==> src/rtl/pulse_shaper_pkg.sv <==
`default_nettype none
// ============================================================================
// Module      : pulse_shaper_pkg
// Description : Polarity constants shared by the pulse generator and the
//               edge-detecting consumer, plus a small sizing helper.
// Revision    : 1.0 - initial release
// ============================================================================
package pulse_shaper_pkg;

    localparam bit EDGE_RISING  = 1'b1;
    localparam bit EDGE_FALLING = 1'b0;

    function automatic int unsigned max_uint(input int unsigned a, input int unsigned b);
        return (a > b) ? a : b;
    endfunction

endpackage
`default_nettype wire

==> src/rtl/pulse_shaper.sv <==
`default_nettype none
// ============================================================================
// Module      : pulse_shaper
// Description : Turns single-cycle requests into fixed-width level pulses with
//               a guaranteed idle gap; overlapping requests are queued.
// Revision    : 1.0 - initial release
// ============================================================================
module pulse_shaper
    import pulse_shaper_pkg::*;
#(
    parameter bit          EDGE         = EDGE_RISING,
    parameter int unsigned WIDTH_CYCLES = 4,
    parameter int unsigned GAP_CYCLES   = 2,
    parameter int unsigned PENDING_MAX  = 3
) (
    input  logic                                 clk,
    input  logic                                 reset,
    input  logic                                 pulse_req,
    output logic                                 signal,
    output logic                                 busy,
    output logic [$clog2(PENDING_MAX+1)-1:0]     pending,
    output logic                                 overflow
);

    localparam int unsigned CNT_MAX = max_uint(WIDTH_CYCLES, GAP_CYCLES);
    localparam int unsigned CNT_W   = $clog2(CNT_MAX + 1);
    localparam int unsigned PEND_W  = $clog2(PENDING_MAX + 1);

    localparam logic [CNT_W-1:0]  C_WIDTH_LAST = CNT_W'(WIDTH_CYCLES - 1);
    localparam logic [CNT_W-1:0]  C_GAP_LAST   = CNT_W'(GAP_CYCLES - 1);
    localparam logic [PEND_W-1:0] C_PEND_MAX   = PEND_W'(PENDING_MAX);

    typedef enum logic [1:0] {
        IDLE   = 2'd0,
        ACTIVE = 2'd1,
        GAP    = 2'd2
    } state_e;

    state_e              state_q,   state_d;
    logic [CNT_W-1:0]    cnt_q,     cnt_d;
    logic [PEND_W-1:0]   pending_q, pending_d;
    logic                signal_q,  signal_d;

    logic                w_enqueue;
    logic                w_dequeue;
    logic                w_overflow;

    always_ff @(posedge clk) begin
        if (reset) begin
            state_q   <= IDLE;
            cnt_q     <= '0;
            pending_q <= '0;
            signal_q  <= ~EDGE;
        end else begin
            state_q   <= state_d;
            cnt_q     <= cnt_d;
            pending_q <= pending_d;
            signal_q  <= signal_d;
        end
    end

    always_comb begin
        state_d   = state_q;
        cnt_d     = cnt_q;
        signal_d  = signal_q;
        w_enqueue = 1'b0;
        w_dequeue = 1'b0;

        case (state_q)
            IDLE: begin
                if (pulse_req) begin
                    state_d  = ACTIVE;
                    cnt_d    = '0;
                    signal_d = EDGE;
                end
            end

            ACTIVE: begin
                w_enqueue = pulse_req;
                if (cnt_q == C_WIDTH_LAST) begin
                    state_d  = GAP;
                    cnt_d    = '0;
                    signal_d = ~EDGE;
                end else begin
                    cnt_d = cnt_q + CNT_W'(1);
                end
            end

            GAP: begin
                if (cnt_q == C_GAP_LAST) begin
                    cnt_d = '0;
                    if (pending_q != '0) begin
                        // Queued work goes first; a fresh request joins the queue.
                        state_d   = ACTIVE;
                        signal_d  = EDGE;
                        w_dequeue = 1'b1;
                        w_enqueue = pulse_req;
                    end else if (pulse_req) begin
                        state_d  = ACTIVE;
                        signal_d = EDGE;
                    end else begin
                        state_d = IDLE;
                    end
                end else begin
                    cnt_d     = cnt_q + CNT_W'(1);
                    w_enqueue = pulse_req;
                end
            end

            default: begin
                state_d  = IDLE;
                cnt_d    = '0;
                signal_d = ~EDGE;
            end
        endcase
    end

    // A dequeue paired with an enqueue nets to zero and can never overflow.
    always_comb begin
        pending_d  = pending_q;
        w_overflow = 1'b0;
        if (w_enqueue && !w_dequeue) begin
            if (pending_q == C_PEND_MAX) begin
                w_overflow = 1'b1;
            end else begin
                pending_d = pending_q + PEND_W'(1);
            end
        end else if (w_dequeue && !w_enqueue) begin
            pending_d = pending_q - PEND_W'(1);
        end
    end

    assign signal   = signal_q;
    assign pending  = pending_q;
    assign busy     = (state_q != IDLE) || (pending_q != '0);
    assign overflow = w_overflow;

    a_pending_bound : assert property (@(posedge clk) disable iff (reset)
        pending_q <= C_PEND_MAX);

    a_idle_empty : assert property (@(posedge clk) disable iff (reset)
        (state_q == IDLE) |-> (pending_q == '0));

endmodule
`default_nettype wire

==> config.mk <==
export PLATFORM = sky130hd
export DESIGN_NAME = pulse_shaper
export DESIGN_NICKNAME = d
export VERILOG_FILES = /design/src/rtl/pulse_shaper_pkg.sv /design/src/rtl/pulse_shaper.sv
export SDC_FILE = /design/constraint.sdc
export NUM_CORES = 1
export LEC_CHECK = 0
export BUFFER_PORTS_ARGS = -buffer_cell sky130_fd_sc_hd__clkbuf_2
export CAP_MARGIN = 20
export CORE_AREA = 2 2 39 41
export DETAILED_ROUTE_END_ITERATION = 7
export DIE_AREA = 0 0 41 43
export MAX_ROUTING_LAYER = met4
export PLACE_DENSITY = 0.68
export SETUP_SLACK_MARGIN = 0.15
export SYNTH_ARGS = -nofsm -noshare
export SYNTH_HDL_FRONTEND = slang
export SYNTH_SLANG_ARGS = --single-unit
==> constraint.sdc <==
create_clock -name clk -period 1.7 [get_ports clk]
set_clock_uncertainty 0.1 [all_clocks]
set_input_delay 0.17 -clock clk [delete_from_list [all_inputs] [get_ports clk]]
set_output_delay 0.17 -clock clk [all_outputs]
set_load 0.05 [all_outputs]
# After elaboration in Yosys (flattened, before gate mapping)
# Cells that the tools add are included.
# classes
addsub	3
n_eq_ne	9
n_mux	26
reduce_logical	12
# op_table
op	n
$mux 1	13
$mux 2	6
$mux 3	3
$pmux 3 s3	1
$ne 2x2->1 const B	4
$pmux 2 s3	1
$reduce_bool 2->1	3
$eq 2x2->1 const B	2
$reduce_and 2->1	2
$add 3x1->3 const B	1
$eq 3x1->1 const B	1
$eq 3x2->1 const B	1
$pmux 1 s3	1
$reduce_and 3->1	1
$add 2x1->2 const B	1
$eq 2x1->1 const B	1
$logic_and 1x1->1	2
$logic_not 1->1	2
$logic_not 2->1	1
$pmux 1 s2	1
$sub 2x1->2 const B	1
$logic_or 1x1->1	1
# word_totals
reg_bits	8
inputBits	3
output_inout_bits	5
elab_cells	54

# Depth between registers and ports, before layout
# Gate-level depths: netlist of run 1.
# logic_depth
word_depth	8
ltp_mapped	7
depth_no_buf	7

# Worst setup path after synthesis of run 1
# Ideal clock, no wire load.
# synth_timing
path_kind	register to output
from	register state_q[0]
to	output port overflow
arrival_ps	1655
required_time_ps	1430
path_slack_ps	-225
stages_incl_launch_ff	6
path_buffers	0
path_cell_list	dfxtp_1 inv_1 ha_1 nand2_1 o32ai_4 and3_1
# synth_via
elab_chain_len	5
elab_cells_between_ends	7
classes_between	eq/ne: 2; mux: 3; reduce/logical: 2
# synth_rtl
item	line_no	source
from (decl)	pulse_shaper.sv:39	state_e state_q, state_d;
from (signal assigned)	pulse_shaper.sv:55	state_q <= state_d;
$eq 2x2->1	pulse_shaper.sv:69	case (state_q)
$mux 1	pulse_shaper.sv:69	
$logic_not 1->1	pulse_shaper.sv:122	if (w_enqueue && !w_dequeue) begin
$logic_and 1x1->1 (*)	pulse_shaper.sv:122	
$mux 1 (*)	pulse_shaper.sv:122	
to (decl)	pulse_shaper.sv:22	output logic overflow
# Mark *: on every way between the ends. The rest lies on a longest branch, timed or not.

# Final worst setup path of run 1
# layout_timing
from	register state_q[1]
to	output port overflow
# Same word-level chain as after synthesis.

==> results.py, run 1 <==
metrics = {
    "clock_network": {
        "clkLatencyLatePin_ps": 250,
        "cts.sinks": 8,
        "cts-root-buf": "clkbuf_4",
        "clkTransAtPathRegs_ps": 60,
        "hold_buffers": 0,
        "cts-buffers-inserted": 3,
        "cts_max_level": 1,
        "cts_tree": "yes",
        "clockBufferDepth": 2,
    },
    "global_routing": {
        "grt_max_degree": 10,
        "gr-total-overflow": 0,
        "grt_pass1_wl_um": 2497,
        "antenna_found_initial": 0,
        "grt_use_total_pct": 21.17,
        "grt_pass1_vias": 606,
    },
    "worst_setup_path": {
        "crit_family": "flip-flops",
        "slowest_delay_ps": 350,
        "r2r-end": "signal$_SDFFE_PP0P_",
        "worstReg2RegStart": "cnt_q[1]$_SDFFE_PP0N_",
        "r2r_cells": 8,
        "crit_path_end_kind": "output pin",
        "path_buf_inv": 2,
        "worstPathCellList": "inv_4, ha_4, nand2_4, o32ai_4, and3_4, clkbuf_16",
        "worst-r2r-setup-slack_ps": -30,
        "worstPathRequired_ps": 1430,
        "critical_path_class": "flip-flop to output pin",
        "crit_arrival_ps": 1630,
        "crit_path_start_kind": "flip-flop",
        "worst-path-max-fanout": 3,
        "cpMaxStageDelayCell": "dfxtp_2",
    },
    "timing": {
        "hold_ws_ps": 93.53,
        "layout_setup_ws_ps": -198.2,
        "hold_violations": 0,
        "setup_tns_ps": -229.2,
        "slew_headroom_pct": 80.94,
        "setup_viol": 2,
        "fmax_mhz": 526.8,
        "rsz0062_at_grt": "yes",
        "period_share_pct": 111.7,
        "drv_slew": 0,
        "fin_crit_ps": 1898,
        "worstMarginPinSlew_ps": 283.2,
    },
    "route": {
        "drt-pass1-iter-count": 5,
        "drtIter0Drc": 6,
        "drt-total-wl_um": 1573,
        "drc": 0,
        "wire_per_inst_um": 14.04,
        "vias_per_cell": 5.205,
        "ant_nets": 0,
        "vias": 583,
    },
    "yosys": {
        "synth-main-ff-cell": "dfxtp_1",
        "syn_area_um2": 610.6,
        "synth-xor-area-share_pct": 0,
        "yosys.area_share.simple_pct": 21.11,
        "syn_inst": 70,
        "synthAdderAreaFrac_pct": 18.44,
        "synthMuxAreaShare_pct": 1.639,
        "ys_seq_area_share_pct": 26.23,
        "ys_types": 29,
        "syn_nets": 82,
        "synth_edf_count": 0,
        "synth_top_family_by_area": "compound AO/OA/AOI/OAI gates",
        "ys_warn_count": 0,
        "syn-mean-instance-area_um2": 8.723,
        "ys_seq_elements": 8,
        "async_flop_share_pct": 0,
        "synth_compound_area_share_pct": 25.20,
    },
    "die": {
        "placementRows": 14,
        "die_area_mm2": 0.001763,
        "coreArea_mm2": 0.001384,
        "io_pins": 8,
        "dieWidth_um": 41,
        "floorplan.initialDensity_pct": 44.12,
        "die_h_um": 43,
    },
    "finish": {
        "antenna_cells": 0,
        "final_cell_mix": "buf_4, nor2_1, dfxtp_2, clkbuf_2",
        "area_delta_synth_final_pct": 62.91,
        "final_common_cell": "buf_4",
        "nets": 110,
        "nFillCells": 104,
        "drive_gt1_share_pct": 61.46,
    },
    "min_path": {
        "hp-class": "input pin to flip-flop",
        "hold_end": "cnt_q[0]$_SDFFE_PP0N_",
        "min-delay-start": "reset",
        "holdPathStages": 2,
    },
    "power": {
        "p_leak_nw": 0.4146,
        "power_mw": 1.264,
        "powerDensity_mw_per_mm2": 1271,
        "ir_drop_uv": 994.7,
    },
    "placement": {
        "dpl.hpwl_um": 1022,
        "place.gp.congestion": 0.8374,
        "portBuffers": 7,
    },
    "flow_run": {
        "maxCapViolations": 0,
    },
    "status": {
        "status": "finished with violations",
        "violations": "negative setup slack",
    },
}
[metrics by stage]
step	instances	setup slack (ps)	util (%)	cell area (um^2)
floorplan	70	94.06	-	678.2
global placement	103	-24.87	58.14	804.5
detailed placement	103	-45.99	58.14	804.5
CTS	111	-190.6	70.34	973.4
global route	112	-254.2	71.88	994.7
finish	112	-198.2	71.88	994.7
[routing by layer]
layer	up-vias	track usage (%)	part of all wire, %
li1	302	-	-
met1	270	24.68	43
met2	7	33.75	53
met3	4	3.141	2.0
met4	0	10.00	1.3
met5	-	-	0
[logic make-up after synthesis]
logic type / after synthesis
and+or+nand+nor: 25
AOI/OAI and AO/OA: 17
buffers and inverters: 10
adders and majority gates: 9
DFF: 8
muxes: 1
[layout make-up]
type                       count  area [um^2]  area share (%)
inverter                       9        41.29           4.151
multi-input combinational     52        541.8           54.47
tap                           16        20.02           2.013
sequential                     8        167.7           16.86
clock buffer                   3        22.52           2.264
timing repair buffer          24        201.4           20.25
[cell usage after synthesis, types with 2 or more instances]
| cell | n | share of area, % |
|---|---|---|
| o31ai_1 | 2 | 2.5 |
| nand3_1 | 2 | 1.6 |
| and3_1 | 2 | 2.0 |
| nand2_1 | 6 | 3.7 |
| a21oi_1 | 5 | 4.1 |
| o21ai_1 | 2 | 1.6 |
| nor2_1 | 7 | 4.3 |
| dfxtp_1 | 8 | 26 |
| nor3_1 | 2 | 1.6 |
| ha_1 | 9 | 18 |
| inv_1 | 7 | 4.3 |
[repair_timing]
| action | 4_1_cts | 5_1_grt |
|---|---|---|
| setup buffers | 5 | 1 |
| pin swaps | 10 | 2 |
| endpoints found under the hold margin | 0 | 0 |
| gates resized for setup | 21 | 3 |
| endpoints found under the setup margin | 8 | 9 |
[worst max-delay path by stage]
stage	slack (ps)	startpoint	endpoint	cells after the start
finish	-200	state_q[1]$_SDFFE_PP0P_	overflow	6
global route	-250	state_q[1]$_SDFFE_PP0P_	overflow	6
CTS	-190	state_q[1]$_SDFFE_PP0P_	overflow	6
detailed placement	-50	cnt_q[1]$_SDFFE_PP0N_	overflow	6
global placement	-20	cnt_q[1]$_SDFFE_PP0N_	overflow	6
floorplan	90	state_q[1]$_SDFFE_PP0P_	overflow	5
[flip-flops by register name (all words and copies together) (netlist names)]
| register | count |
|---|---|
| cnt_q | 3 |
| pending | 2 |
| signal | 1 |
| state_q | 2 |
[power breakdown]
part	switching (mW)	leakage, nW	internal, mW
sequential	0.0333	0.0677	0.224
combinational	0.445	0.333	0.412
clock	0.0687	0.0138	0.0811
total	0.547	0.415	0.717
No activity file was read; power rests on OpenSTA's default activity.
==> run 2: changes to the inputs <==
ABC_AREA = 1   (was default)
==> results.py, run 2 <==
metrics = {
    "route": {
        "drt-pass1-iter-count": 4,
        "ant_nets": 0,
        "vias_per_cell": 4.930,
        "wire_per_inst_um": 10.96,
        "vias": 562,
        "drc": 0,
        "drtIter0Drc": 12,
        "drt-total-wl_um": 1249,
    },
    "yosys": {
        "synth-main-ff-cell": "dfxtp_1",
        "synth_edf_count": 0,
        "syn_inst": 82,
        "synthTopCellsByArea": "dfxtp_1, ha_1, a21oi_1",
        "syn_nets": 94,
        "synth_common_cells": "inv_1, nand2_1, a21oi_1, ha_1, dfxtp_1",
        "yosysTopAreaCell": "dfxtp_1",
        "ys_seq_elements": 8,
        "ys_seq_area_share_pct": 26.34,
        "async_flop_share_pct": 0,
        "ys_warn_count": 0,
        "ys_types": 22,
        "syn_area_um2": 608.1,
        "yosysTopAreaCellShare_pct": 26.34,
        "syn-mean-instance-area_um2": 7.416,
    },
    "clock_network": {
        "cts_max_level": 1,
        "clockBufferDepth": 2,
        "cts-buffers-inserted": 3,
        "cts_tree": "yes",
        "clkTransAtPathRegs_ps": 60,
        "cts.sinks": 8,
        "clkLatencyLatePin_ps": 260,
        "cts-root-buf": "clkbuf_4",
        "hold_buffers": 0,
    },
    "die": {
        "dieWidth_um": 41,
        "placementRows": 14,
        "floorplan.initialDensity_pct": 43.94,
        "die_area_mm2": 0.001763,
        "die_h_um": 43,
        "io_pins": 8,
        "coreArea_mm2": 0.001384,
    },
    "worst_setup_path": {
        "worst-path-max-fanout": 3,
        "crit_arrival_ps": 1460,
        "crit_path_end_kind": "output pin",
        "critical_path_class": "flip-flop to output pin",
        "crit_path_start_kind": "flip-flop",
        "worstPathRequired_ps": 1430,
    },
    "status": {
        "violations": "negative setup slack",
        "status": "finished with violations",
    },
    "finish": {
        "stdcell_area_um2": 860.8,
        "antenna_cells": 0,
        "area_delta_synth_final_pct": 41.56,
        "top_register": "cnt_q",
        "final_common_cell": "nand2_1",
        "nets": 111,
        "final_cell_mix": "nand2_1, a21oi_1, inv_1",
        "fin_util_pct": 62.21,
        "drive_gt1_share_pct": 51.02,
        "fin_cells": 114,
        "largest_reg_flops": 3,
    },
    "timing": {
        "fmax_mhz": 579.3,
        "rsz0062_at_grt": "yes",
        "period_share_pct": 101.5,
        "drv_slew": 0,
        "slew_headroom_pct": 81.94,
        "hold_ws_ps": 75.58,
        "fin_crit_ps": 1726,
        "worstMarginPinSlew_ps": 270.0,
        "setup_viol": 1,
        "hold_violations": 0,
        "layout_setup_ws_ps": -26.33,
        "setup_tns_ps": -26.33,
    },
    "global_routing": {
        "grt_max_degree": 8,
        "antenna_found_initial": 0,
        "grt_pass1_wl_um": 2076,
        "grt_use_total_pct": 17.77,
        "gr-total-overflow": 0,
        "grt_pass1_vias": 509,
    },
    "power": {
        "ir_drop_uv": 850.5,
        "powerDensity_mw_per_mm2": 1727,
        "power_mw": 1.487,
        "p_leak_nw": 0.3777,
    },
    "placement": {
        "portBuffers": 7,
        "dpl_cell_area_um2": 733.2,
        "place.gp.congestion": 0.7475,
        "dpl.cell_count": 105,
        "detailedPlace.worstSlack_ps": 72.55,
        "dpl.hpwl_um": 924.9,
    },
    "flow_run": {
        "maxCapViolations": 0,
    },
    "min_path": {
        "hp-class": "input pin to flip-flop",
    },
}
[run 2: kinds of logic after synthesis]
| group | count (synthesis) | synth area share [%] |
|---|---|---|
| AND/OR/NAND/NOR | 32 | 28.81 |
| AO/OA/AOI/OAI | 17 | 16.05 |
| buffers and inverters | 16 | 10.29 |
| adder cells (fa/ha/maj) | 9 | 18.52 |
| flip-flops | 8 | 26.34 |
[run 2: worst paths after layout]
kind | startpoint | to | slack [ps] | cells after the start
setup reg to reg | cnt_q[0]$_SDFFE_PP0N_ | state_q[0]$_SDFFE_PP0P_ | 190 | 8
hold reg to reg | cnt_q[2]$_SDFFE_PP0N_ | cnt_q[2]$_SDFFE_PP0N_ | 400 | 2
setup / recovery | state_q[1]$_SDFFE_PP0P_ | overflow | -30 | 7
hold / removal | reset | pending[1]$_SDFFE_PP0P_ | 80 | 2
[run 2: what timing repair did]
item / in CTS / in global routing
pin swaps: 8 / 0
setup buffers: 5 / 0
endpoints found under the setup margin: 1 / 2
gates resized for setup: 12 / 4
[run 2: per-layer routing]
layer / wire length, um / vias up / GRT usage (%) / share of wire [%]
li1: - / 298 / - / -
met1: 618 / 252 / 23.45 / 49
met3: 45 / 3 / 4.712 / 3.6
met4: 14 / 0 / 6.000 / 1.1
met2: 570 / 9 / 25.62 / 46
met5: 0 / - / - / 0
[run 2: final cells by class]
cell class	instances	area [um^2]
fill	129	523.0
clock buffer	4	26.28
multi-input combinational	58	486.7
timing repair buffer	12	82.58
sequential	8	177.7
inverter	16	67.56
tap	16	20.02
[run 2: report_power, final]
group | leakage (nW) | internal [mW] | switching, mW | total, mW
registers | 0.0691 | 0.263 | 0.0600 | 0.323
logic | 0.294 | 0.363 | 0.631 | 0.994
clock network | 0.0150 | 0.0906 | 0.0787 | 0.169
total | 0.378 | 0.717 | 0.769 | 1.49
[run 2: worst max-delay path, stage by stage (launching register included)]
cell and delay, ps:
dfxtp_4 380, inv_4 50, ha_4 260, nand2_2 40
inv_2 70, nand3_4 80, nor3_4 140, buf_8 170
